[src/rtl/keyq_pkg.sv]
// Shared types and constants for the key event queue: key codes and small
// combinational helpers used by the arbitration logic.
package keyq_pkg;

   localparam int KEY_CODE_W = 3;
   localparam int NUM_KEYS   = 5;

   typedef logic [KEY_CODE_W-1:0] ev_code_t;

   localparam ev_code_t KEY_0 = 3'd0;
   localparam ev_code_t KEY_1 = 3'd1;
   localparam ev_code_t KEY_2 = 3'd2;
   localparam ev_code_t KEY_3 = 3'd3;
   localparam ev_code_t KEY_4 = 3'd4;

   // Index of the lowest set bit; KEY_0 when no bit is set.
   function automatic ev_code_t first_key(input logic [NUM_KEYS-1:0] v);
      ev_code_t c;
      c = KEY_0;
      for (int i = NUM_KEYS - 1; i >= 0; i--) begin
         if (v[i]) begin
            c = ev_code_t'(i);
         end else begin
            c = c;
         end
      end
      return c;
   endfunction

   function automatic logic [KEY_CODE_W-1:0] count_ones(input logic [NUM_KEYS-1:0] v);
      logic [KEY_CODE_W-1:0] n;
      n = 3'd0;
      for (int i = 0; i < NUM_KEYS; i++) begin
         n = n + {2'b00, v[i]};
      end
      return n;
   endfunction

endpackage

[src/rtl/keyq_fifo.sv]
// Show-ahead synchronous FIFO of key codes; full/empty come from the
// occupancy counter, pointers simply wrap.
module keyq_fifo
   import keyq_pkg::*;
#(
   parameter int DEPTH = 8
) (
   input  logic                  clk,
   input  logic                  rst_n,
   input  logic                  push,
   input  ev_code_t              push_data,
   input  logic                  pop,
   output logic                  valid,
   output ev_code_t              rd_data,
   output logic [$clog2(DEPTH):0] count
);

   localparam int AW = $clog2(DEPTH);
   localparam logic [AW:0] FULL_CNT = (AW+1)'(DEPTH);
   localparam logic [AW:0] ZERO_CNT = {(AW+1){1'b0}};

   ev_code_t        mem_q [DEPTH];
   ev_code_t        mem_d [DEPTH];
   logic [AW-1:0]   wr_ptr_q, wr_ptr_d;
   logic [AW-1:0]   rd_ptr_q, rd_ptr_d;
   logic [AW:0]     count_q, count_d;
   logic            do_push_s, do_pop_s;

   // Next-state for storage, pointers and occupancy.
   always_comb begin
      do_pop_s  = pop && (count_q != ZERO_CNT);
      do_push_s = push && ((count_q < FULL_CNT) || do_pop_s);
      mem_d     = mem_q;
      wr_ptr_d  = wr_ptr_q;
      rd_ptr_d  = rd_ptr_q;
      if (do_push_s) begin
         mem_d[wr_ptr_q] = push_data;
         wr_ptr_d        = wr_ptr_q + AW'(1);
      end else begin
         wr_ptr_d = wr_ptr_q;
      end
      if (do_pop_s) begin
         rd_ptr_d = rd_ptr_q + AW'(1);
      end else begin
         rd_ptr_d = rd_ptr_q;
      end
      case ({do_push_s, do_pop_s})
         2'b10:   count_d = count_q + (AW+1)'(1);
         2'b01:   count_d = count_q - (AW+1)'(1);
         default: count_d = count_q;
      endcase
   end

   // State registers with synchronous active-low reset.
   always_ff @(posedge clk) begin
      if (!rst_n) begin
         for (int i = 0; i < DEPTH; i++) begin
            mem_q[i] <= KEY_0;
         end
         wr_ptr_q <= {AW{1'b0}};
         rd_ptr_q <= {AW{1'b0}};
         count_q  <= ZERO_CNT;
      end else begin
         mem_q    <= mem_d;
         wr_ptr_q <= wr_ptr_d;
         rd_ptr_q <= rd_ptr_d;
         count_q  <= count_d;
      end
   end

   assign valid   = (count_q != ZERO_CNT);
   assign rd_data = valid ? mem_q[rd_ptr_q] : KEY_0;
   assign count   = count_q;

endmodule

[src/rtl/key_event_queue.sv]
// Turns debounced key pulses into an ordered stream of key codes with
// per-key pending presses and sticky loss flag. KEYQ_DROP_CNT_EN adds drop_cnt.
module key_event_queue #(
   parameter int DEPTH    = 8,
   parameter int NUM_KEYS = 5
) (
   input  logic                     clk,
   input  logic                     rst_n,
   input  logic [NUM_KEYS-1:0]      key_pulse,
   output logic                     ev_valid,
   output keyq_pkg::ev_code_t       ev_code,
   input  logic                     ev_ready,
   output logic [$clog2(DEPTH):0]   ev_count,
   output logic                     ovf,
   input  logic                     ovf_clr
`ifdef KEYQ_DROP_CNT_EN
   ,
   output logic [7:0]               drop_cnt
`endif
);

   import keyq_pkg::*;

   localparam int CW = $clog2(DEPTH) + 1;
   localparam logic [CW-1:0] FULL_CNT = CW'(DEPTH);

   logic [NUM_KEYS-1:0] pend_q, pend_d;
   logic [NUM_KEYS-1:0] req_s, grant_s, drop_s;
   logic                ovf_q, ovf_d;
   logic                pop_s, push_ok_s, push_s, fifo_valid_s;
   ev_code_t            push_code_s;
   logic [CW-1:0]       count_s;

   // Priority grant, pending bookkeeping and loss detection.
   always_comb begin
      req_s     = pend_q | key_pulse;
      pop_s     = fifo_valid_s & ev_ready;
      push_ok_s = (count_s < FULL_CNT) | pop_s;
      if (push_ok_s) begin
         grant_s = req_s & (~req_s + NUM_KEYS'(1));
      end else begin
         grant_s = {NUM_KEYS{1'b0}};
      end
      push_s      = |grant_s;
      push_code_s = first_key(req_s);
      pend_d      = req_s & ~grant_s;
      drop_s      = key_pulse & pend_q & ~grant_s;
      // A drop in the same cycle as a clear keeps the flag set.
      if (|drop_s) begin
         ovf_d = 1'b1;
      end else if (ovf_clr) begin
         ovf_d = 1'b0;
      end else begin
         ovf_d = ovf_q;
      end
   end

   // Pending presses and sticky overflow flag.
   always_ff @(posedge clk) begin
      if (!rst_n) begin
         pend_q <= {NUM_KEYS{1'b0}};
         ovf_q  <= 1'b0;
      end else begin
         pend_q <= pend_d;
         ovf_q  <= ovf_d;
      end
   end

`ifdef KEYQ_DROP_CNT_EN
   logic [7:0] drop_cnt_q, drop_cnt_d;
   logic [8:0] drop_sum_s;

   // Saturating lost-press counter; only reset clears it.
   always_comb begin
      drop_sum_s = {1'b0, drop_cnt_q} + {6'd0, count_ones(drop_s)};
      if (drop_sum_s > 9'd255) begin
         drop_cnt_d = 8'd255;
      end else begin
         drop_cnt_d = drop_sum_s[7:0];
      end
   end

   // Drop counter register.
   always_ff @(posedge clk) begin
      if (!rst_n) begin
         drop_cnt_q <= 8'd0;
      end else begin
         drop_cnt_q <= drop_cnt_d;
      end
   end

   assign drop_cnt = drop_cnt_q;
`endif

   keyq_fifo #(
      .DEPTH (DEPTH)
   ) u_fifo (
      .clk       (clk),
      .rst_n     (rst_n),
      .push      (push_s),
      .push_data (push_code_s),
      .pop       (pop_s),
      .valid     (fifo_valid_s),
      .rd_data   (ev_code),
      .count     (count_s)
   );

   assign ev_valid = fifo_valid_s;
   assign ev_count = count_s;
   assign ovf      = ovf_q;

endmodule

[config.mk]
export PLATFORM = sky130hd
export DESIGN_NAME = key_event_queue
export DESIGN_NICKNAME = d
export VERILOG_FILES = /design/src/rtl/keyq_pkg.sv /design/src/rtl/keyq_fifo.sv /design/src/rtl/key_event_queue.sv
export SDC_FILE = /design/constraint.sdc
export NUM_CORES = 1
export LEC_CHECK = 0
export ABC_AREA = 1
export BUFFER_PORTS_ARGS = -buffer_cell sky130_fd_sc_hd__buf_4
export CAP_MARGIN = 10
export CORE_MARGIN = 8
export CORE_UTILIZATION = 61
export DETAILED_ROUTE_END_ITERATION = 8
export GPL_TIMING_DRIVEN = 0
export PLACE_DENSITY = 0.92
export SLEW_MARGIN = 0
export SYNTH_ARGS = -nofsm -noshare
export SYNTH_HDL_FRONTEND = slang
export SYNTH_SLANG_ARGS = --single-unit
[constraint.sdc]
create_clock -name clk -period 3.4 [get_ports clk]
set_input_delay 0.68 -clock clk [delete_from_list [all_inputs] [get_ports clk]]
set_output_delay 0.68 -clock clk [all_outputs]
set_load 0.01 [all_outputs]
---- Word-level counts from Yosys, hierarchy flattened ----
Cells that the tools add are included.
storage, ports and cells
  flip-flop bits (word level) ............. 40
  input port bits ......................... 9
  memory bits (read-only) ................. 0
  output and inout port bits .............. 9
  memories ................................ 0
  RAM bits ................................ 0
  logic and storage cells ................. 60
  bits in latches ......................... 0
cells by class
  muxes and demuxes ....................... 16
  $add $sub $neg .......................... 5
  equal/unequal tests ..................... 2
  multipliers ............................. 0
  div/mod/pow operators ................... 0
  reduce and logical (&&, ||, !) cells .... 9
  shift operators ......................... 0
  $lt $le $gt $ge ......................... 4
  bitwise operators ....................... 11
operators with widths
  kind                   number
  $mux W3                9
  $bwmux W24             1
  $and A5 B5 Y5          4
  $not A5 Y5             2
  $reduce_or A5 Y1       2
  $bmux W3 S3            1
  $demux W3 S3           1
  $ge A4 B4 Y1 const B   2
  $not A3 Y4             2
  $pmux W4 S2            1
  $add A3 B1 Y3 const B  2
  $add A5 B1 Y5 const B  1
  $mux W5                1
  $or A5 B5 Y5           1
  $add A4 B1 Y4 const B  1
  $lt A4 B1 Y1 const B   1
  $lt A4 B4 Y1 const B   1
  $reduce_bool A2 Y1     2
  $reduce_bool A4 Y1     1
  $sub A4 B1 Y4 const B  1
  $logic_and A1 B1 Y1    3
  $eq A2 B1 Y1 const B   1
  $eq A2 B2 Y1 const B   1
  $mux W1                2
  3 further kinds        3

---- Logic depth before layout (Yosys ltp) ----
  depth after elaboration ................. 9
  gate-level depth with buffers ........... 15
  mapped depth without buffers ............ 15

---- Hierarchy ----
Synthesis repeated with hierarchy kept, for this count alone.
unflattened totals
  cell total of the unflattened synthesis .. 300
  area, all modules ....................... 2,053.2 um^2
by module, submodules not included
  module           times used  cells an instance  area each (um^2)  sequential area each (um^2)
  keyq_fifo        1           242                1,670.4           680.7
  key_event_queue  1           58                 382.9             120.1

---- Least setup slack after synthesis ----
OpenSTA, ideal clock, no wires.
  path kind ............................... input-to-reg
  start ................................... input port key_pulse[1]
  end ..................................... register u_fifo.count_q[2] (netlist: u_fifo.count[2])
  path buffers ............................ 0
  arrival ................................. 2.366 ns
  required time ........................... 3.285 ns
  path slack .............................. 0.919 ns
  library setup time ...................... 0.115 ns
  stages on the path ...................... 13
  cells stage by stage .................... nor2_1 -> inv_2 -> nor2_4 -> nand3_4 -> nand2_8 -> inv_1 -> ha_1 -> xor2_1 -> ha_1 -> a21oi_1 -> xnor2_1 -> o21ai_0 -> inv_1
on the way
  word-level cells in the longest chain between the ends .. 9
  elaborated cells on any way between the ends .. 11
  classes of those cells .................. add/sub (1); eq/ne (2); mux (2); bitwise (3); reduce/logical (3)
RTL lines
  what                                                      line                   source
  start, declared                                           key_event_queue.sv:9   input logic [NUM_KEYS-1:0] key_pulse,
  $or A5 B5 Y5 (*)                                          key_event_queue.sv:36  req_s = pend_q | key_pulse;
  $not A5 Y5                                                key_event_queue.sv:40  grant_s = req_s & (~req_s + NUM_KEYS'(1));
  $add A5 B1 Y5                                             key_event_queue.sv:40
  $and A5 B5 Y5 (*)                                         key_event_queue.sv:40
  $mux W5 (*)                                               key_event_queue.sv:39  if (push_ok_s) begin
  $reduce_or A5 Y1 (*)                                      key_event_queue.sv:44  push_s = |grant_s;
  $logic_and A1 B1 Y1 (*)                                   keyq_fifo.sv:32        do_push_s = push && ((count_q < FULL_CNT) || do_pop_s);
  $eq A2 B1 Y1 / $eq A2 B2 Y1 (equally long branches)       keyq_fifo.sv:47        case ({do_push_s, do_pop_s})
  $pmux W4 S2 / $reduce_bool A2 Y1 (equally long branches)  -
  end signal, assigned                                      keyq_fifo.sv:67        count_q <= count_d;
  end, declared                                             keyq_fifo.sv:26        logic [AW:0] count_q, count_d;
Mark *: on every way between the ends. The rest lies on a longest branch, timed or not.
A chain may end at the register's enable or synchronous reset.

---- Worst setup path after layout ----
  start ................................... register u_fifo.rd_ptr_q[0]
  end ..................................... output port ev_code[1]
on the way
  word-level cells in the longest chain between the ends .. 5
RTL lines
  what                                         line                   source
  start, declared                              keyq_fifo.sv:25        logic [AW-1:0] rd_ptr_q, rd_ptr_d;
  start signal, assigned                       keyq_fifo.sv:61        rd_ptr_q <= {AW{1'b0}};
  start signal, assigned                       keyq_fifo.sv:66        rd_ptr_q <= rd_ptr_d;
  $not A3 Y4 (implied by the code)             keyq_fifo.sv:72        assign rd_data = valid ? mem_q[rd_ptr_q] : KEY_0;
  $bmux W3 S3                                  keyq_fifo.sv:72
  $mux W3 (implied by the code) (2 in series)  keyq_fifo.sv:72
  $mux W3                                      keyq_fifo.sv:72
  end, declared                                key_event_queue.sv:11  output keyq_pkg::ev_code_t ev_code,
Every way passes these cells. The select of a mux whose other input is x is not followed.

==> impl_metrics.yaml <==
clock_tree:
  clkLatencyLatePin_ns: 0.36
  postCtsResizedCells: 0
  h-tree-depth: 2
  cts_setup_buffers: 0
  cts_root_buffer: "clkbuf_4"
  clock_path_buffers: 2
  cts_tree: "yes"
  cts_inserted_buffers: 5
  clk_pin_slew_ns: 0.12
  cts.sinks: 40
  hold_buffers: 0
status:
  status: "finished clean"
setup_path:
  cpPeakStageDelay_ns: 0.43
  path_common_cell: "o21ai_0"
  worstRegToRegCells: 14
  worstPathRequired_ns: 2.72
  worst-path-buf-inv: 2
  endpoint_kind: "output pin"
  worst-setup-path-type: "reg2out"
  cp_max_fo: 10
  critical_path.top_delay_family: "buffers and inverters"
  r2r_slack_ns: 0.92
  worst_setup_path_start_kind: "flop"
  rr_startpoint: "u_fifo.count[2]$_SDFFE_PN0P_"
  crit_chain: "clkbuf_1, nor2_1, nor2_1, o21ai_0, o21ai_0, o21ai_0, a31oi_1, buf_4"
  arrival_ns: 1.99
  r2r-end: "u_fifo.count[2]$_SDFFE_PN0P_"
  slowest_stage: "dfxtp_1"
cells_and_area:
  mostFrequentLayoutCell: "nor2_1"
  nets: 357
  final_util_pct: 71.6
  area_growth_syn_to_layout_pct: 11.8
  diodes: 0
  mostFrequentLayoutCells: "nor2_1 (70), nand2_1 (57), dfxtp_1 (40), nand3_1 (32), a21oi_1 (32)"
  drive_gt1_share_pct: 12.5
global_route:
  overflow: 0
  antenna_found_initial: 0
  grt_pass1_wl_um: 8840
  grt_pass1_vias: 2008
  grt_max_degree: 13
  grt_usage_pct: 20.0
min_path:
  hold_depth: 2
  hp-class: "reg2reg"
  hold_start: "u_fifo.mem_q[14]$_SDFFE_PN0P_"
  min_to: "u_fifo.mem_q[14]$_SDFFE_PN0P_"
timing:
  timing.fmax_mhz: 374
  worstMarginPinSlew_ns: 0.597
  fin_crit_ns: 2.67
  finalSetupViolations: 0
  rsz0062_at_grt: "no"
  slew-limit-headroom_pct: 59.9
  finalSetupTns_ns: 0
  fin_crit_sh_pct: 78.7
  final-max-slew-violation-count: 0
  skew_ns: 0.0142
  hold_viol: 0
placed_design:
  hpwl_um: 3600
  port_buffers: 16
  routabilityCongestion: 0.901
yosys:
  ys_ff_latch: 40
  synth_edf_count: 0
  ys_types: 27
  synth_nets: 334
  yosys_warnings: 0
  avgSynthCellArea_um2: 6.73
  synth_top_area_share_pct: 37.2
  ys_top_cells_by_area: "dfxtp_1 (37%), nor2_1 (12%), nand2_1 (9.9%)"
  ys_async_sr_fraction_pct: 0
  netlist_instances: 320
  seq_area_frac_synth_pct: 37.2
  synthFlopType: "dfxtp_1"
  synth_area_mm2: 0.00215
  synth_top_cell_by_area: "dfxtp_1"
power_and_ir_drop:
  ir_drop_mv: 0.346
  p_per_area_mw_per_mm2: 630
  power.leakage_nw: 1.12
drt:
  dr_wl_met2_um: 2390
  drtAntennaViolNets: 0
  vias_per_cell: 5.53
  vias: 2156
  drt_iter0_drc: 181
  wl_um: 5070
  wire_per_inst_um: 13.0
  drtPass1Iterations: 5
  met3_length_um: 398
  top_layer: "met4"
  m1WireLength_um: 2200
  route.detailed.drc: 0
floorplanning:
  initial_utilization_pct: 64.0
  core_mm2: 0.00336
  die-height_um: 75.4
  die_area_mm2: 0.00569
  rows: 21
  io_pins: 18
  die_w_um: 75.4
job:
  maxCapViolCount: 0
registers in the layout (all words and copies together), names as in the netlist:
| name | cells |
|---|---|
| u_fifo.mem_q | 24 |
| pend_q | 5 |
| u_fifo.count | 4 |
| u_fifo.rd_ptr_q | 3 |
| u_fifo.wr_ptr_q | 3 |
| ovf | 1 |
tightest hold or removal path: stages, from the launching register on:
cell and delay (ns):
dfxtp_1 0.34, a21oi_1 0.04, nor2_1 0.08
worst max-delay path by stage:
stage	slack [ns]	depth (start not counted)	to	start
global route	0.51	6	ev_code[2]	u_fifo.rd_ptr_q[0]$_SDFFE_PN0P_
finish	0.73	8	ev_code[1]	u_fifo.rd_ptr_q[0]$_SDFFE_PN0P_
floorplan	0.92	13	u_fifo.count[2]$_SDFFE_PN0P_	key_pulse[1]
detailed placement	0.57	14	u_fifo.count[2]$_SDFFE_PN0P_	key_pulse[1]
global placement	0.65	14	u_fifo.count[2]$_SDFFE_PN0P_	key_pulse[1]
CTS	0.77	8	ev_code[1]	u_fifo.rd_ptr_q[0]$_SDFFE_PN0P_
metrics by stage:
step	setup WS, ns	power [mW]	area, um^2	hold slack, ns	instances
after global routing	0.513	1.63	2410	0.520	390
after floorplan	0.919	1.02	2150	0.446	320
after global placement	0.653	1.19	2330	0.455	382
final	0.726	1.52	2410	0.489	390
after detailed placement	0.574	1.21	2330	0.463	382
after CTS	0.771	1.52	2410	0.493	390
report_power, final:
group / switching (mW) / internal, mW
Clock: 0.157 / 0.154
Combinational: 0.363 / 0.238
Sequential: 0.0656 / 0.539
Total: 0.586 / 0.931
cell usage after synthesis (2+ instances only):
library cell,instances
buf_6,4
xor2_1,3
nand3_1,32
nor2_1,70
nand2_1,57
nor2_2,2
nand2_2,4
inv_1,24
buf_2,3
a31oi_1,3
dfxtp_1,40
nand4_1,2
clkbuf_1,4
o21ai_0,24
ha_1,5
a21oi_1,32
routing by layer:
metal | up-vias | track usage (%)
met2 | 96 | 33.7
met4 | 0 | 7.89
met3 | 10 | 5.26
met5 | - | 0
met1 | 958 | 23.6
li1 | 1092 | -
area by class of cell:
class / instances / area, um^2
clock inverter: 2 / 35.0
inverter: 25 / 93.8
sequential: 40 / 801
multi-input combinational: 243 / 1170
timing repair buffer: 16 / 120
fill: 290 / 956
buffer: 12 / 90.1
tap: 46 / 57.6
clock buffer: 6 / 41.3
kinds of logic after synthesis:
kind of cell    Yosys count  share of synthesized area (%)
simple gates            173                           35.2
buf+inv                  37                           8.54
fa+ha+maj                 5                           2.91
flops                    40                           37.2
compound gates           61                           14.5
xor+xnor                  4                           1.63
Power figures use the tool's default switching activity.
